**src/rtl/mackerel_bus_controller.sv**
```systemverilog
// Mackerel system controller: 68000 address decode, wait-state DTACK/VPA, bus-error
// watchdog, interrupt priority encoder, CPU clock divider and write-only GPIO ports.
module mackerel_bus_controller #(
  parameter int CLK_DIV      = 2,
  parameter int ROM_WAIT     = 1,
  parameter int RAM_WAIT     = 0,
  parameter int IO_WAIT      = 2,
  parameter int BERR_TIMEOUT = 64,
  parameter int GPIO_PORTS   = 2,
  parameter int DUART_LEVEL  = 5,
  parameter int EXP_LEVEL    = 3
) (
  input  logic                    CLK,
  input  logic                    RST,
  output logic                    CLK_CPU,
  input  logic [3:0]              ADDR_H,
  input  logic [3:0]              ADDR_L,
  input  logic [7:0]              DATA,
  input  logic                    AS,
  input  logic                    UDS,
  input  logic                    LDS,
  input  logic                    RW,
  input  logic [2:0]              FC,
  input  logic                    IRQ_DUART_N,
  input  logic                    IRQ_EXP_N,
  output logic                    ROM_LOWER,
  output logic                    ROM_UPPER,
  output logic                    RAM_LOWER,
  output logic                    RAM_UPPER,
  output logic                    DUART_CS,
  output logic                    IACK_DUART,
  output logic                    DTACK,
  output logic                    BERR,
  output logic                    VPA,
  output logic [2:0]              IPL,
  output logic [2:0]              LED,
  output logic [8*GPIO_PORTS-1:0] GPIO
);

  localparam int DIV_HALF = CLK_DIV / 2;
  localparam int DIV_W    = $clog2(DIV_HALF - 1) + 1;
  localparam int CNT_W    = $clog2(BERR_TIMEOUT - 1) + 1;

  localparam logic [DIV_W-1:0] DIV_LAST  = DIV_W'(DIV_HALF - 1);
  localparam logic [CNT_W-1:0] ROM_LOAD  = CNT_W'(ROM_WAIT);
  localparam logic [CNT_W-1:0] RAM_LOAD  = CNT_W'(RAM_WAIT);
  localparam logic [CNT_W-1:0] IO_LOAD   = CNT_W'(IO_WAIT);
  localparam logic [CNT_W-1:0] BERR_LOAD = CNT_W'(BERR_TIMEOUT - 1);
  localparam logic [2:0]       DUART_LVL = 3'(DUART_LEVEL);
  localparam logic [2:0]       EXP_LVL   = 3'(EXP_LEVEL);

  typedef enum logic [1:0] {
    ST_IDLE = 2'd0,
    ST_WAIT = 2'd1,
    ST_ACK  = 2'd2,
    ST_ERR  = 2'd3
  } state_t;

  state_t           state_q, state_d;
  logic [CNT_W-1:0] cnt_q, cnt_d;
  logic [DIV_W-1:0] div_q, div_d;
  logic             clk_cpu_q, clk_cpu_d;
  logic             as_prev_q, as_prev_d;
  logic             err_q, err_d;
  logic             avec_q, avec_d;
  logic             ctrl_q, ctrl_d;
  logic             dtack_q, dtack_d;
  logic             berr_q, berr_d;
  logic             vpa_q, vpa_d;
  logic [2:0]       ipl_q, ipl_d;
  logic [2:0]       led_q, led_d;
  logic [8*GPIO_PORTS-1:0] gpio_q, gpio_d;

  logic             iack_s, rom_s, ram_s, duart_s, ctrl_s, mapped_s;
  logic             iack_duart_lvl_s;
  logic [CNT_W-1:0] wait_load_s;
  logic [2:0]       irq_level_s;
  logic             ctrl_wr_s;

  // An IACK cycle owns the bus whatever address the CPU drives.
  assign iack_s           = (FC == 3'b111);
  assign rom_s            = ~iack_s & (ADDR_H == 4'h0);
  assign ram_s            = ~iack_s & (ADDR_H == 4'h8);
  assign duart_s          = ~iack_s & (ADDR_H == 4'hC);
  assign ctrl_s           = ~iack_s & (ADDR_H == 4'hF);
  assign mapped_s         = rom_s | ram_s | duart_s | ctrl_s | iack_s;
  assign iack_duart_lvl_s = (ADDR_L[2:0] == DUART_LVL);

  assign ROM_LOWER  = ~(~AS & ~LDS & rom_s);
  assign ROM_UPPER  = ~(~AS & ~UDS & rom_s);
  assign RAM_LOWER  = ~(~AS & ~LDS & ram_s);
  assign RAM_UPPER  = ~(~AS & ~UDS & ram_s);
  assign DUART_CS   = ~(~AS & ~LDS & duart_s);
  assign IACK_DUART = ~(~AS & iack_s & iack_duart_lvl_s);

  assign CLK_CPU = clk_cpu_q;
  assign DTACK   = dtack_q;
  assign BERR    = berr_q;
  assign VPA     = vpa_q;
  assign IPL     = ipl_q;
  assign LED     = led_q;
  assign GPIO    = gpio_q;

  // Wait count loaded at cycle start; unmapped cycles load the watchdog instead.
  always_comb begin
    wait_load_s = BERR_LOAD;
    if (rom_s) begin
      wait_load_s = ROM_LOAD;
    end else if (ram_s) begin
      wait_load_s = RAM_LOAD;
    end else if (duart_s | ctrl_s | iack_s) begin
      wait_load_s = IO_LOAD;
    end else begin
      wait_load_s = BERR_LOAD;
    end
  end

  // CPU clock divider and interrupt level encoder.
  always_comb begin
    div_d       = div_q;
    clk_cpu_d   = clk_cpu_q;
    irq_level_s = 3'd0;
    if (div_q == DIV_LAST) begin
      div_d     = {DIV_W{1'b0}};
      clk_cpu_d = ~clk_cpu_q;
    end else begin
      div_d     = div_q + DIV_W'(1);
      clk_cpu_d = clk_cpu_q;
    end
    if (!IRQ_DUART_N && !IRQ_EXP_N) begin
      irq_level_s = (DUART_LVL > EXP_LVL) ? DUART_LVL : EXP_LVL;
    end else if (!IRQ_DUART_N) begin
      irq_level_s = DUART_LVL;
    end else if (!IRQ_EXP_N) begin
      irq_level_s = EXP_LVL;
    end else begin
      irq_level_s = 3'd0;
    end
    ipl_d = ~irq_level_s;
  end

  // Bus-cycle FSM: next state and registered bus responses.
  always_comb begin
    state_d   = state_q;
    cnt_d     = cnt_q;
    err_d     = err_q;
    avec_d    = avec_q;
    ctrl_d    = ctrl_q;
    dtack_d   = dtack_q;
    berr_d    = berr_q;
    vpa_d     = vpa_q;
    ctrl_wr_s = 1'b0;
    as_prev_d = AS;
    case (state_q)
      ST_IDLE: begin
        if (!AS && as_prev_q) begin
          state_d = ST_WAIT;
          cnt_d   = wait_load_s;
          err_d   = ~mapped_s;
          avec_d  = iack_s & ~iack_duart_lvl_s;
          ctrl_d  = ctrl_s;
        end else begin
          state_d = ST_IDLE;
        end
      end
      ST_WAIT: begin
        if (AS) begin
          state_d = ST_IDLE;
        end else if (cnt_q == {CNT_W{1'b0}}) begin
          if (err_q) begin
            state_d = ST_ERR;
            berr_d  = 1'b0;
          end else begin
            state_d   = ST_ACK;
            ctrl_wr_s = ctrl_q & ~LDS & ~RW;
            if (avec_q) begin
              vpa_d = 1'b0;
            end else begin
              dtack_d = 1'b0;
            end
          end
        end else begin
          cnt_d = cnt_q - CNT_W'(1);
        end
      end
      ST_ACK, ST_ERR: begin
        if (AS) begin
          state_d = ST_IDLE;
          dtack_d = 1'b1;
          berr_d  = 1'b1;
          vpa_d   = 1'b1;
        end else begin
          state_d = state_q;
        end
      end
      default: begin
        state_d = ST_IDLE;
        dtack_d = 1'b1;
        berr_d  = 1'b1;
        vpa_d   = 1'b1;
      end
    endcase
  end

  // Control register writes: offset 0 is the LED latch, offsets 1..GPIO_PORTS the ports.
  always_comb begin
    led_d  = led_q;
    gpio_d = gpio_q;
    if (ctrl_wr_s) begin
      if (ADDR_L == 4'd0) begin
        led_d = DATA[2:0];
      end else begin
        led_d = led_q;
      end
      for (int k = 0; k < GPIO_PORTS; k++) begin
        if (ADDR_L == 4'(k + 1)) begin
          gpio_d[8*k +: 8] = DATA;
        end else begin
          gpio_d[8*k +: 8] = gpio_q[8*k +: 8];
        end
      end
    end else begin
      led_d  = led_q;
      gpio_d = gpio_q;
    end
  end

  // State register; reset abandons any bus cycle in flight.
  always_ff @(posedge CLK) begin
    if (!RST) begin
      state_q   <= ST_IDLE;
      cnt_q     <= {CNT_W{1'b0}};
      div_q     <= {DIV_W{1'b0}};
      clk_cpu_q <= 1'b0;
      as_prev_q <= 1'b1;
      err_q     <= 1'b0;
      avec_q    <= 1'b0;
      ctrl_q    <= 1'b0;
      dtack_q   <= 1'b1;
      berr_q    <= 1'b1;
      vpa_q     <= 1'b1;
      ipl_q     <= 3'b111;
      led_q     <= 3'd0;
      gpio_q    <= {(8*GPIO_PORTS){1'b0}};
    end else begin
      state_q   <= state_d;
      cnt_q     <= cnt_d;
      div_q     <= div_d;
      clk_cpu_q <= clk_cpu_d;
      as_prev_q <= as_prev_d;
      err_q     <= err_d;
      avec_q    <= avec_d;
      ctrl_q    <= ctrl_d;
      dtack_q   <= dtack_d;
      berr_q    <= berr_d;
      vpa_q     <= vpa_d;
      ipl_q     <= ipl_d;
      led_q     <= led_d;
      gpio_q    <= gpio_d;
    end
  end

endmodule
```
**config.mk**
```make
export PLATFORM = sky130hd
export DESIGN_NAME = mackerel_bus_controller
export DESIGN_NICKNAME = d
export VERILOG_FILES = /design/src/rtl/mackerel_bus_controller.sv
export SDC_FILE = /design/constraint.sdc
export NUM_CORES = 1
export LEC_CHECK = 0
export BUFFER_PORTS_ARGS = -buffer_cell sky130_fd_sc_hd__buf_2
export CORE_AREA = 10 10 84 86
export CTS_BUF_LIST = sky130_fd_sc_hd__clkbuf_4
export DETAILED_ROUTE_END_ITERATION = 16
export DIE_AREA = 0 0 94 96
export PLACE_DENSITY = 0.66
export RECOVER_POWER = 100
export SYNTH_ARGS = -nofsm -noshare
export SYNTH_HDL_FRONTEND = slang
export SYNTH_SLANG_ARGS = --single-unit
```
**constraint.sdc**
```tcl
create_clock -name CLK -period 2.65 [get_ports CLK]
set_clock_uncertainty 0.1 [all_clocks]
set_input_delay 0.3975 -clock CLK [delete_from_list [all_inputs] [get_ports CLK]]
set_output_delay 0.3975 -clock CLK [all_outputs]
set_load 0.005 [all_outputs]
```
==> results.py <==
metrics = {
    "status": {
        "status": "complete, no violations",
    },
    "synthesis": {
        "postSynthCellCount": 209,
        "synth_nets": 238,
        "yosysWarnings": 0,
        "syn_area_per_cell_um2": 8.78,
        "synth_edf_count": 0,
        "async_flop_share": 0,
        "synth_cell_types": 46,
        "yosysTopAreaCell": "dfxtp_1",
        "synthTopCellsByCount": "43 x nand2_1, 40 x dfxtp_1, 19 x mux2i_1",
        "synth_ff_type": "dfxtp_1",
        "synth_area_um2": 1830,
        "yosysMostFrequentCell": "nand2_1",
        "synth_seq_cells": 40,
        "synth_top_area_frac": 0.437,
        "seq_area_frac_synth": 0.437,
        "synth_area_leaders": "dfxtp_1 44%, mux2i_1 10%, nand2_1 8.8%",
    },
    "cts": {
        "cts-resized-gates": 0,
        "post_cts_buffers": 0,
        "postCtsHoldBufs": 0,
        "cts_buffers": 5,
        "cts_tree": "done",
        "cts_root_buf": "clkbuf_4",
        "clkTransAtPathRegs_ns": 0.13,
        "clk_path_buf_depth": 2,
        "insertion_delay_ns": 0.36,
        "cts.sinks": 40,
        "htree_levels": 2,
    },
    "route": {
        "drc": 0,
        "drtAntennaViolNets": 0,
        "wl_mm": 4.75,
        "highest_layer": "met4",
        "m1WireLength_mm": 2.10,
        "drt_iter0_markers": 140,
        "wl_per_cell_um": 13.8,
        "route.met3.wl_um": 378,
        "via_per_inst": 4.87,
        "wl_met2_mm": 2.22,
        "firstDrtPassIters": 4,
        "vias": 1672,
    },
    "placed_design": {
        "port-buffer-count": 58,
        "place_area_um2": 2210,
        "pre_cts_ws_ns": 0.480,
        "dp_hpwl_mm": 3.60,
        "gp_congestion": 0.780,
        "dp.cells": 335,
    },
    "power": {
        "leakagePower_nw": 0.911,
        "ir_worst_vdd_uv": 334,
        "power_density_nw_per_um2": 562,
    },
    "layout": {
        "n_antenna_cell": 0,
        "area_growth_pct": 21.2,
        "drive_gt1_frac": 0.148,
        "final_cells": 343,
        "design_area_um2": 2220,
        "nNetsFinal": 299,
    },
    "global_routing": {
        "overflow": 0,
        "antenna_found_initial": 0,
        "grt_max_degree": 31,
        "grtUsageTotal": 0.105,
        "grt_pass1_wl_mm": 7.71,
        "first_global_vias": 1614,
    },
    "run": {
        "drv_cap": 0,
    },
    "worst_setup_path": {
        "critPathKind": "register to register",
        "cp.required_ns": 2.84,
        "r2r_cells": 7,
        "cp-end-kind": "register",
        "slowest_stage": "clkbuf_1",
        "start_kind": "register",
        "arrival_ns": 2.41,
        "crit_buf_inv": 2,
        "critPathMaxFanout": 8,
        "critical_path_cell_count": 7,
        "crit_family": "simple AND/OR/NAND/NOR gates",
        "crit_chain": "inv_1 > ha_1 > nor2b_1 > nand3_1 > nor3_4 > clkbuf_1 > mux2i_1",
        "critPathMaxStageDelay_ns": 0.51,
    },
    "floorplan": {
        "io_pins": 59,
        "die_h_um": 96,
        "fp.coreArea_um2": 5410,
        "rows": 27,
        "die_x_um": 94,
        "die_area_um2": 9020,
        "start_util": 0.339,
    },
    "worst_hold_path": {
        "hp-class": "input pin to register",
        "hold_depth": 2,
    },
    "timing": {
        "finalCritPeriodShare": 0.839,
        "tns_ns": 0,
        "tightest_slew_ns": 1.20,
        "rsz0062_at_grt": "no",
        "drv_slew": 0,
        "setup_ws_ns": 0.427,
        "max_freq_ghz": 0.450,
        "period_minus_slack_ns": 2.22,
        "hold_violations": 0,
        "max-slew-margin-rel": 0.198,
        "setup_violations": 0,
    },
}
[worst reg2reg max path: stages (launching register included)]
cell and delay [ns]:
dfxtp_1 0.36, inv_1 0.08, ha_1 0.17, nor2b_1 0.28, nand3_1 0.22, nor3_4 0.19
clkbuf_1 0.51, mux2i_1 0.26
[cell usage in the layout, fill, tap and decap left out, types with 3 or more instances in the layout]
master,instances
a21oi_1,11
a31oi_1,4
buf_2,25
clkbuf_1,36
clkbuf_4,5
dfxtp_1,40
inv_1,5
mux2i_1,19
nand2_1,43
nand2b_1,5
nand3_1,6
nand3b_1,3
nor2_1,12
nor2b_1,3
nor3_1,4
o21ai_0,7
o22ai_1,3
or3_1,5
[logic make-up after synthesis]
group	synth area share
and+or+nand+nor	0.285
DFF	0.437
AOI/OAI and AO/OA	0.121
muxes	0.104
buffers and inverters	0.0334
adders and majority gates	0.0136
other	0.00204
xor gates and xnor gates	0.00478
[routing by layer]
metal  global-route usage  up-vias
li1                     -      864
met1                0.122      764
met2                0.166       39
met3               0.0529        5
met4               0.0329        0
met5                    0        -
[area by class of cell]
class                   count  area, um^2
multi-input cells         155         955
inverters                   5        18.8
flip-flops and latches     40         801
clock buffers               5        37.5
repair buffers             63         275
clock inverters             3        46.3
well taps                  72        90.1
fillers                   578        3180
[per-stage QoR]
step | total power [mW] | hold slack, ns | util
floorplan | 0.778 | 0.351 | -
global placement | 0.847 | 0.342 | 0.409
detailed placement | 0.848 | 0.346 | 0.409
CTS | 1.27 | 0.125 | 0.424
global route | 1.31 | 0.130 | 0.411
finish | 1.25 | 0.136 | 0.411
[power by group]
part	switching (mW)	internal (mW)
clock network	0.219	0.202
registers	0.0209	0.623
logic	0.108	0.0770
total	0.348	0.901
[registers in the layout (all words and copies together) (netlist names)]
name / flops
GPIO: 16
cnt_q: 7
IPL: 3
LED: 3
state_q: 2
BERR: 1
CLK_CPU: 1
DTACK: 1
VPA: 1
as_prev_q: 1
avec_q: 1
ctrl_q: 1
div_q: 1
err_q: 1
[worst paths after layout]
path                   from      end  slack, ns
setup reg to reg   cnt_q[0]  GPIO[3]       0.43
hold reg to reg     GPIO[2]  GPIO[2]       0.37
hold / removal    IRQ_EXP_N   IPL[1]       0.14
setup / recovery   cnt_q[0]  GPIO[3]       0.43
No activity file was read; power rests on OpenSTA's default activity.
